[src/rtl/npc_pkg.sv]
// rtl/npc_pkg.sv - shared constants and fetch state encoding for the npc core
package npc_pkg;

    localparam logic [31:0] RESET_PC    = 32'h8000_0000;
    localparam logic [31:0] EBREAK_INST = 32'h0010_0073;
    localparam logic [31:0] NOP_INST    = 32'h0000_0013;

    typedef enum logic [1:0] {
        RUN   = 2'd0,
        DRAIN = 2'd1,
        HALT  = 2'd2
    } fetch_state_t;

endpackage

[src/rtl/ifu_fetch.sv]
// rtl/ifu_fetch.sv - instruction fetch stage: PC owner, IF/ID buffer, redirect and ebreak halt
module ifu_fetch
    import npc_pkg::*;
#(
    parameter int               XLEN     = 32,
    parameter logic [XLEN-1:0]  RESET_PC = npc_pkg::RESET_PC
) (
    input  logic            clk,
    input  logic            rst_n,
    output logic [XLEN-1:0] imem_pc,
    input  logic [XLEN-1:0] imem_inst,
    input  logic            redirect_valid,
    input  logic [XLEN-1:0] redirect_pc,
    output logic            id_valid,
    input  logic            id_ready,
    output logic [XLEN-1:0] id_pc,
    output logic [XLEN-1:0] id_inst,
    output logic            halted,
    output logic [31:0]     inst_cnt
);

    fetch_state_t    state_q, state_d;
    logic [XLEN-1:0] pc_q, pc_d;
    logic            valid_q, valid_d;
    logic [XLEN-1:0] id_pc_q, id_pc_d;
    logic [XLEN-1:0] id_inst_q, id_inst_d;
    logic            halted_q, halted_d;
    logic [31:0]     cnt_q;

    logic            fire;
    logic            can_load;
    logic            is_ebreak;
    logic [XLEN-1:0] target;

    assign fire      = valid_q & id_ready;
    assign can_load  = ~valid_q | id_ready;
    assign is_ebreak = (imem_inst == XLEN'(EBREAK_INST));
    assign target    = {redirect_pc[XLEN-1:2], 2'b00};

    always_ff @(posedge clk or negedge rst_n) begin
        if (!rst_n) begin
            state_q   <= RUN;
            pc_q      <= RESET_PC;
            valid_q   <= 1'b0;
            id_pc_q   <= '0;
            id_inst_q <= '0;
            halted_q  <= 1'b0;
            cnt_q     <= '0;
        end else begin
            state_q   <= state_d;
            pc_q      <= pc_d;
            valid_q   <= valid_d;
            id_pc_q   <= id_pc_d;
            id_inst_q <= id_inst_d;
            halted_q  <= halted_d;
            if (fire) begin
                cnt_q <= cnt_q + 32'd1;
            end
        end
    end

    always_comb begin
        state_d   = state_q;
        pc_d      = pc_q;
        valid_d   = valid_q;
        id_pc_d   = id_pc_q;
        id_inst_d = id_inst_q;
        halted_d  = halted_q;
        unique case (state_q)
            RUN: begin
                // A redirect squashes whatever is buffered, even if decode takes it now.
                if (redirect_valid) begin
                    pc_d    = target;
                    valid_d = 1'b0;
                end else if (can_load) begin
                    id_pc_d   = pc_q;
                    id_inst_d = imem_inst;
                    valid_d   = 1'b1;
                    if (is_ebreak) begin
                        state_d = DRAIN;
                    end else begin
                        pc_d = pc_q + XLEN'(4);
                    end
                end
            end
            DRAIN: begin
                if (redirect_valid) begin
                    pc_d    = target;
                    valid_d = 1'b0;
                    state_d = RUN;
                end else if (fire) begin
                    valid_d  = 1'b0;
                    halted_d = 1'b1;
                    state_d  = HALT;
                end
            end
            HALT: begin
                valid_d  = 1'b0;
                halted_d = 1'b1;
            end
            default: begin
                state_d = RUN;
            end
        endcase
    end

    assign imem_pc  = pc_q;
    assign id_valid = valid_q;
    assign id_pc    = id_pc_q;
    assign id_inst  = id_inst_q;
    assign halted   = halted_q;
    assign inst_cnt = cnt_q;

endmodule

[config.mk]
export PLATFORM = sky130hd
export DESIGN_NAME = ifu_fetch
export DESIGN_NICKNAME = d
export VERILOG_FILES = /design/src/rtl/npc_pkg.sv /design/src/rtl/ifu_fetch.sv
export SDC_FILE = /design/constraint.sdc
export NUM_CORES = 1
export LEC_CHECK = 0
export CELL_PAD_IN_SITES_DETAIL_PLACEMENT = 1
export CELL_PAD_IN_SITES_GLOBAL_PLACEMENT = 1
export CORE_UTILIZATION = 38
export CTS_CLUSTER_SIZE = 8
export DETAILED_ROUTE_END_ITERATION = 10
export PLACE_DENSITY = 0.93
export SYNTH_ARGS = -nofsm -noshare
export SYNTH_HDL_FRONTEND = slang
export SYNTH_SLANG_ARGS = --single-unit
[constraint.sdc]
create_clock -name clk -period 3.2 [get_ports clk]
set_clock_uncertainty 0.05 [all_clocks]
set_input_delay 0.32 -clock clk [delete_from_list [all_inputs] [get_ports clk]]
set_output_delay 0.32 -clock clk [all_outputs]
set_load 0.01 [all_outputs]
==> summary.txt, run 1 <==
wire length on met2 -> 10600 µm
fmax -> 420 MHz
crit path from -> imem_inst[16]
CTS Root Cell -> clkbuf_16
Hold Crit Start -> redirect_pc[3]
CP Class -> input port to flop
number of synthesized flops with an enable pin -> 0
initial antenna violation count -> 0
status -> completed
DP HPWL -> 13800 µm
Worst-path clk slew -> 0.06 ns
post-layout util -> 0.572
met1 WL -> 7460 µm
crit share post-route -> 0.744
synthesized cell area -> 0.00605 mm²
antenna-violating nets left -> 0
Nets -> 811
CTS max path bufs -> 2
final setup fails -> 0
number of global-route vias before repair -> 5770
Rows -> 45
CTS Sinks -> 128
drt drc -> 0
asr flop ratio synth -> 1.00
pre-CTS setup slack -> 0.448 ns
Die ar. -> 0.0164 mm²
via count -> 5268
starting density of the core -> 0.394
DR iter-0 viols -> 191
PortBufs -> 191
combinational group share of total power -> 0.221
Worst EP arrival -> 2.61 ns
GRT Residual Overflow -> 0
Lkg Pwr -> 3.56 nW
sequential share of the synthesized area -> 0.529
area delta synth->final -> 45.3%
Yosys Warn Count -> 0
peak supply drop -> 0.350 mV
WP data required -> 3.43 ns
Clk network pwr share -> 0.382
Core Box Area -> 0.0154 mm²
die height -> 128 µm
DR WL/cell -> 20.5 µm
Top Metal Used -> met4
pwr dens -> 589 mW/mm²
die width -> 128 µm
Syn Area/Cell -> 11.1 µm²
GP Congestion -> 0.790
worst rel slew slack -> 0.455
Synth cell types -> 59
fraction of layout cells with a size suffix above 1 -> 0.0972
RSZ-0062 raised after global routing -> false
fin. max-slew vios -> 0
Sequential Power Share -> 0.398
GRT Total Usage -> 0.250
CP Capture Type -> flop
Switch Pwr -> 1.48 mW
#FFs+latches synth -> 128
Gate Count Post-Synth -> 546
top_reg_cell synth -> dfrtp_1
Clock Latency Late Sink -> 0.42 ns
HP Class -> input port to flop
WL met3 -> 1200 µm
max-cap violation count -> 0
vias per cell -> 5.47
global-route wire length before repair -> 31200 µm
CTS tree -> yes
TritonRoute pass-1 iters -> 4
WL final -> 19700 µm
H-tree depth -> 4
CTS buffer count -> 17
Crit Reg-Reg Startpoint -> imem_pc[13]
Worst Slack Setup Final -> 0.821 ns
setup_tns -> 0 ns
P_int -> 3.70 mW
largest net degree at the start of global routing -> 84
I/O Pins -> 198
CP Launch Type -> input port
final hold vios -> 0
Net Sw Frac -> 0.286
Max FO, Critical Path -> 42
Worst-Margin Slew -> 0.817 ns
crit path time final -> 2.38 ns
-- stage by stage --
stage	instance area [µm²]	hold slack (ns)	cells	total power, mW
after floorplan	6060	-0.0256	549	2.49
after global placement	8180	0.384	929	3.14
final	8790	0.417	963	5.18
after CTS	8790	0.403	962	5.23
after global routing	8790	0.410	962	5.40
after detailed placement	8180	0.400	929	3.23
-- state kept, by name (all words and copies together), names as in the netlist --
name / flops
id_valid: 1
id_inst: 32
inst_cnt: 32
id_pc: 30
imem_pc: 30
halted: 1
state_q: 2
-- cells in the mapped netlist (4+ instances only) --
master	number	share of area
ha_1	5	0.010
inv_1	12	0.0074
nor3_1	6	0.0050
mux2_2	16	0.030
nor2_1	23	0.014
buf_2	8	0.0066
buf_4	6	0.0074
a21oi_1	46	0.038
and4_1	4	0.0058
nand3_1	25	0.021
clkbuf_1	14	0.0087
o21ai_0	21	0.017
nor4_1	5	0.0052
xor2_1	7	0.010
nand4_1	24	0.025
mux2_1	44	0.082
dfrtp_1	127	0.53
o22ai_1	12	0.012
and3_1	7	0.0072
a2bb2oi_1	12	0.017
xnor2_1	24	0.035
nand2_1	45	0.028
-- cells by family after synthesis --
logic type,after synthesis,share of synthesized area
flip-flops,128,0.529
multiplexers,62,0.115
AND/OR/NAND/NOR,168,0.154
XOR/XNOR,31,0.0449
buffers and inverters,41,0.0320
other,1,0.000620
adder cells (fa/ha/maj),5,0.0103
AO/OA/AOI/OAI,110,0.114
-- layer usage --
| layer | track usage | vias to the layer above |
|---|---|---|
| met2 | 0.438 | 168 |
| met3 | 0.0801 | 37 |
| met1 | 0.276 | 2687 |
| li1 | - | 2376 |
| met4 | 0.112 | 0 |
| met5 | 0 | - |
-- layout by cell type (no fill, tap or decap), drive strengths merged, types with 4 or more instances in the layout --
| master | n |
|---|---|
| clkdlybuf4s50 | 190 |
| dfrtp | 127 |
| mux2 | 60 |
| a21oi | 46 |
| nand2 | 46 |
| nand3 | 26 |
| nand4 | 24 |
| xnor2 | 24 |
| nor2 | 23 |
| o21ai | 21 |
| clkbuf | 19 |
| inv | 13 |
| a2bb2oi | 12 |
| o22ai | 12 |
| and3 | 8 |
| nor3 | 8 |
| buf | 8 |
| xor2 | 7 |
| nor4 | 7 |
| and4 | 7 |
| clkinv | 6 |
| ha | 5 |
| conb | 4 |
| and2 | 4 |
-- timing repair --
action	in CTS	in global routing
gates resized for setup	0	0
hold buffers	1	0
endpoints found under the hold margin	81	0
buffers inserted	0	0
-- worst max-delay path, cell delays in order --
cell	delay [ns]
clkdlybuf4s50_1	0.43
nor4_1	0.49
nand4_1	0.36
o311a_1	0.43
buf_4	0.28
a21oi_1	0.23
a21oi_1	0.06
-- final timing paths --
path | to | slack [ns] | cells past startpoint
max reg2reg | imem_pc[31] | 0.89 | 5
min in group asynchronous | id_pc[18] | 0.47 | 2
max in group asynchronous | inst_cnt[23] | 1.87 | 3
max | imem_pc[30] | 0.82 | 7
min reg2reg | id_inst[2] | 0.44 | 1
min | imem_pc[3] | 0.42 | 3
-- layout make-up --
type | count | area, µm²
clock buffer | 19 | 433
antenna | 1 | 2.50
multi-input combinational | 380 | 2680
sequential | 128 | 3200
timing repair buffer | 199 | 2000
fill | 1609 | 6580
inverter | 12 | 45.0
clock inverter | 13 | 163
tap | 211 | 264
-- power by group through the flow --
| stage | clock (mW) | combinational (mW) | sequential [mW] |
|---|---|---|---|
| floorplan | 0 | 0.358 | 2.13 |
| global placement | 0 | 1.09 | 2.05 |
| detailed placement | 0 | 1.14 | 2.08 |
| CTS | 2.01 | 1.16 | 2.06 |
| global route | 2.08 | 1.22 | 2.09 |
| finish | 1.98 | 1.14 | 2.06 |
Note: power is estimated with default switching activity, not from simulation.
==> inputs of run 2 (changes only) <==
--- a/config.mk
+++ b/config.mk
@@ -7,10 +7,10 @@
 export LEC_CHECK = 0
 export CELL_PAD_IN_SITES_DETAIL_PLACEMENT = 1
 export CELL_PAD_IN_SITES_GLOBAL_PLACEMENT = 1
-export CORE_UTILIZATION = 38
+export CORE_UTILIZATION = 35
 export CTS_CLUSTER_SIZE = 8
 export DETAILED_ROUTE_END_ITERATION = 10
-export PLACE_DENSITY = 0.93
+export PLACE_DENSITY = 0.87
 export SYNTH_ARGS = -nofsm -noshare
 export SYNTH_HDL_FRONTEND = slang
 export SYNTH_SLANG_ARGS = --single-unit
==> constraint.sdc (replaced) <==
create_clock -name clk -period 2.3 [get_ports clk]
set_clock_uncertainty 0.05 [all_clocks]
set_input_delay 0.23 -clock clk [delete_from_list [all_inputs] [get_ports clk]]
set_output_delay 0.23 -clock clk [all_outputs]
set_load 0.01 [all_outputs]
==> summary.txt, run 2 (synthesis results as in run 1) <==
DR iter-0 viols -> 210 (+9.9%)
drt drc -> 0 (unchanged)
Crit Reg-Reg Startpoint -> imem_pc[13]
worst hold slack -> 0.309 ns (-0.108 ns)
CP Capture Type -> flop
DP HPWL -> 14000 µm (+1.5%)
commonest non-fill, non-tap cell in the layout -> clkdlybuf4s50_1
Max FO, Critical Path -> 9 (-79%)
WL final -> 19300 µm (-2.2%)
WP data required -> 2.59 ns (-0.84 ns)
final setup fails -> 0 (unchanged)
peak supply drop -> 0.537 mV (+54%)
TritonRoute pass-1 iters -> 4 (unchanged)
pwr dens -> 826 mW/mm² (+40%)
initial antenna violation count -> 0 (unchanged)
CTS buffer count -> 17 (unchanged)
die width -> 133 µm (+4.1%)
I/O Pins -> 198 (unchanged)
Core Box Area -> 0.0168 mm² (+9.0%)
CTS Sinks -> 128 (unchanged)
PortBufs -> 191 (unchanged)
via count -> 5276 (+0.15%)
crit path from -> imem_pc[13]
R2R setup slack -> 0.26 ns (-0.63 ns)
Worst EP arrival -> 2.33 ns (-0.28 ns)
Rows -> 47 (+4.4%)
global-route wire length before repair -> 31900 µm (+2.1%)
die height -> 133 µm (+4.1%)
crit path time final -> 2.04 ns
CTS max path bufs -> 2 (unchanged)
GRT Residual Overflow -> 0 (unchanged)
number of global-route vias before repair -> 5888 (+2.0%)
most frequent cells in the layout -> 190 x clkdlybuf4s50_1, 127 x dfrtp_1, 46 x a21oi_1
CTS tree -> yes
Reg2Reg Depth -> 5 (unchanged)
reg-to-reg endpoint -> imem_pc[26]
Worst-Margin Slew -> 0.608 ns (-0.209 ns)
HP Class -> input port to asynchronous set/reset pin
final hold vios -> 0 (unchanged)
max-cap violation count -> 0 (unchanged)
crit share post-route -> 0.887
worst rel slew slack -> 0.592 (+0.136)
largest net degree at the start of global routing -> 59 (-30%)
GP Congestion -> 0.778 (-1.5%)
Lkg Pwr -> 3.71 nW (+4.0%)
H-tree depth -> 4 (unchanged)
Diodes inserted -> 0 (-1)
RSZ-0062 raised after global routing -> false
crit path to -> imem_pc[26]
Clock Latency Late Sink -> 0.43 ns (about the same)
Nets -> 831 (+2.5%)
fraction of layout cells with a size suffix above 1 -> 0.122 (+0.0247)
CTS Root Cell -> clkbuf_16
fmax -> 490 MHz
area delta synth->final -> 49.4%
Die ar. -> 0.0178 mm² (+8.4%)
Worst-path clk slew -> 0.06 ns (about the same)
DR WL/cell -> 19.5 µm (-5.0%)
fin. max-slew vios -> 0 (unchanged)
status -> completed
Pwr Total -> 7.46 mW (+44%)
CP Launch Type -> flop
starting density of the core -> 0.361 (-0.0326)
antenna-violating nets left -> 0 (unchanged)
vias per cell -> 5.32 (-2.7%)
GRT Total Usage -> 0.232 (-0.0179)
CP Class -> flop to flop
-- run 2: what timing repair did --
item	in CTS	in global routing
setup endpoints to repair	0	2
hold buffers	1	0
hold endpoints to repair	56	0
resized for setup	0	1
buffers inserted	0	0
-- run 2: layout make-up --
cell class,instances,area (µm²)
fillers,1763,7720
multi-input cells,380,2690
inverters,12,45.0
flip-flops and latches,128,3200
clock buffers,18,429
well taps,220,275
repair buffers,219,2190
clock inverters,14,214
-- run 2: metal layers --
| metal | wire (µm) | global-route usage |
|---|---|---|
| met5 | 0 | 0 |
| met3 | 1070 | 0.0597 |
| met2 | 10100 | 0.409 |
| met1 | 7650 | 0.265 |
| met4 | 499 | 0.0991 |
-- run 2: worst min path at each step --
stage | startpoint | to | slack [ns]
floorplan | rst_n | halted | -0.12
global placement | rst_n | id_pc[13] | 0.19
detailed placement | rst_n | id_pc[15] | 0.21
CTS | redirect_pc[3] | imem_pc[3] | 0.33
global route | redirect_pc[3] | imem_pc[3] | 0.35
finish | rst_n | id_pc[15] | 0.31
-- run 2: power breakdown --
group | internal, mW | leakage [nW] | total [mW] | switching [mW]
Clock | 1.92 | 0.306 | 2.97 | 1.05
Sequential | 2.56 | 1.53 | 2.82 | 0.266
Combinational | 0.934 | 1.87 | 1.67 | 0.734
Total | 5.41 | 3.71 | 7.46 | 2.05
-- run 2: metrics by stage --
| step | cells | utilization | instance area [µm²] | setup slack [ns] | setup TNS [ns] |
|---|---|---|---|---|---|
| after floorplan | 549 | - | 6060 | 0.416 | 0 |
| after global placement | 958 | 0.500 | 8380 | -0.0314 | -0.315 |
| after detailed placement | 958 | 0.500 | 8380 | -0.162 | -2.90 |
| after CTS | 991 | 0.539 | 9040 | 0.132 | 0 |
| after global routing | 991 | 0.540 | 9040 | 0.0768 | 0 |
| final | 991 | 0.540 | 9040 | 0.259 | 0 |
-- run 2: worst max-delay path, stage by stage, from the launching register on --
cell and delay [ns]:
dfrtp_1 0.49, nand4_1 0.36, nor3_4 0.46, nand3_1 0.17, o31a_1 0.26, o211ai_1 0.17
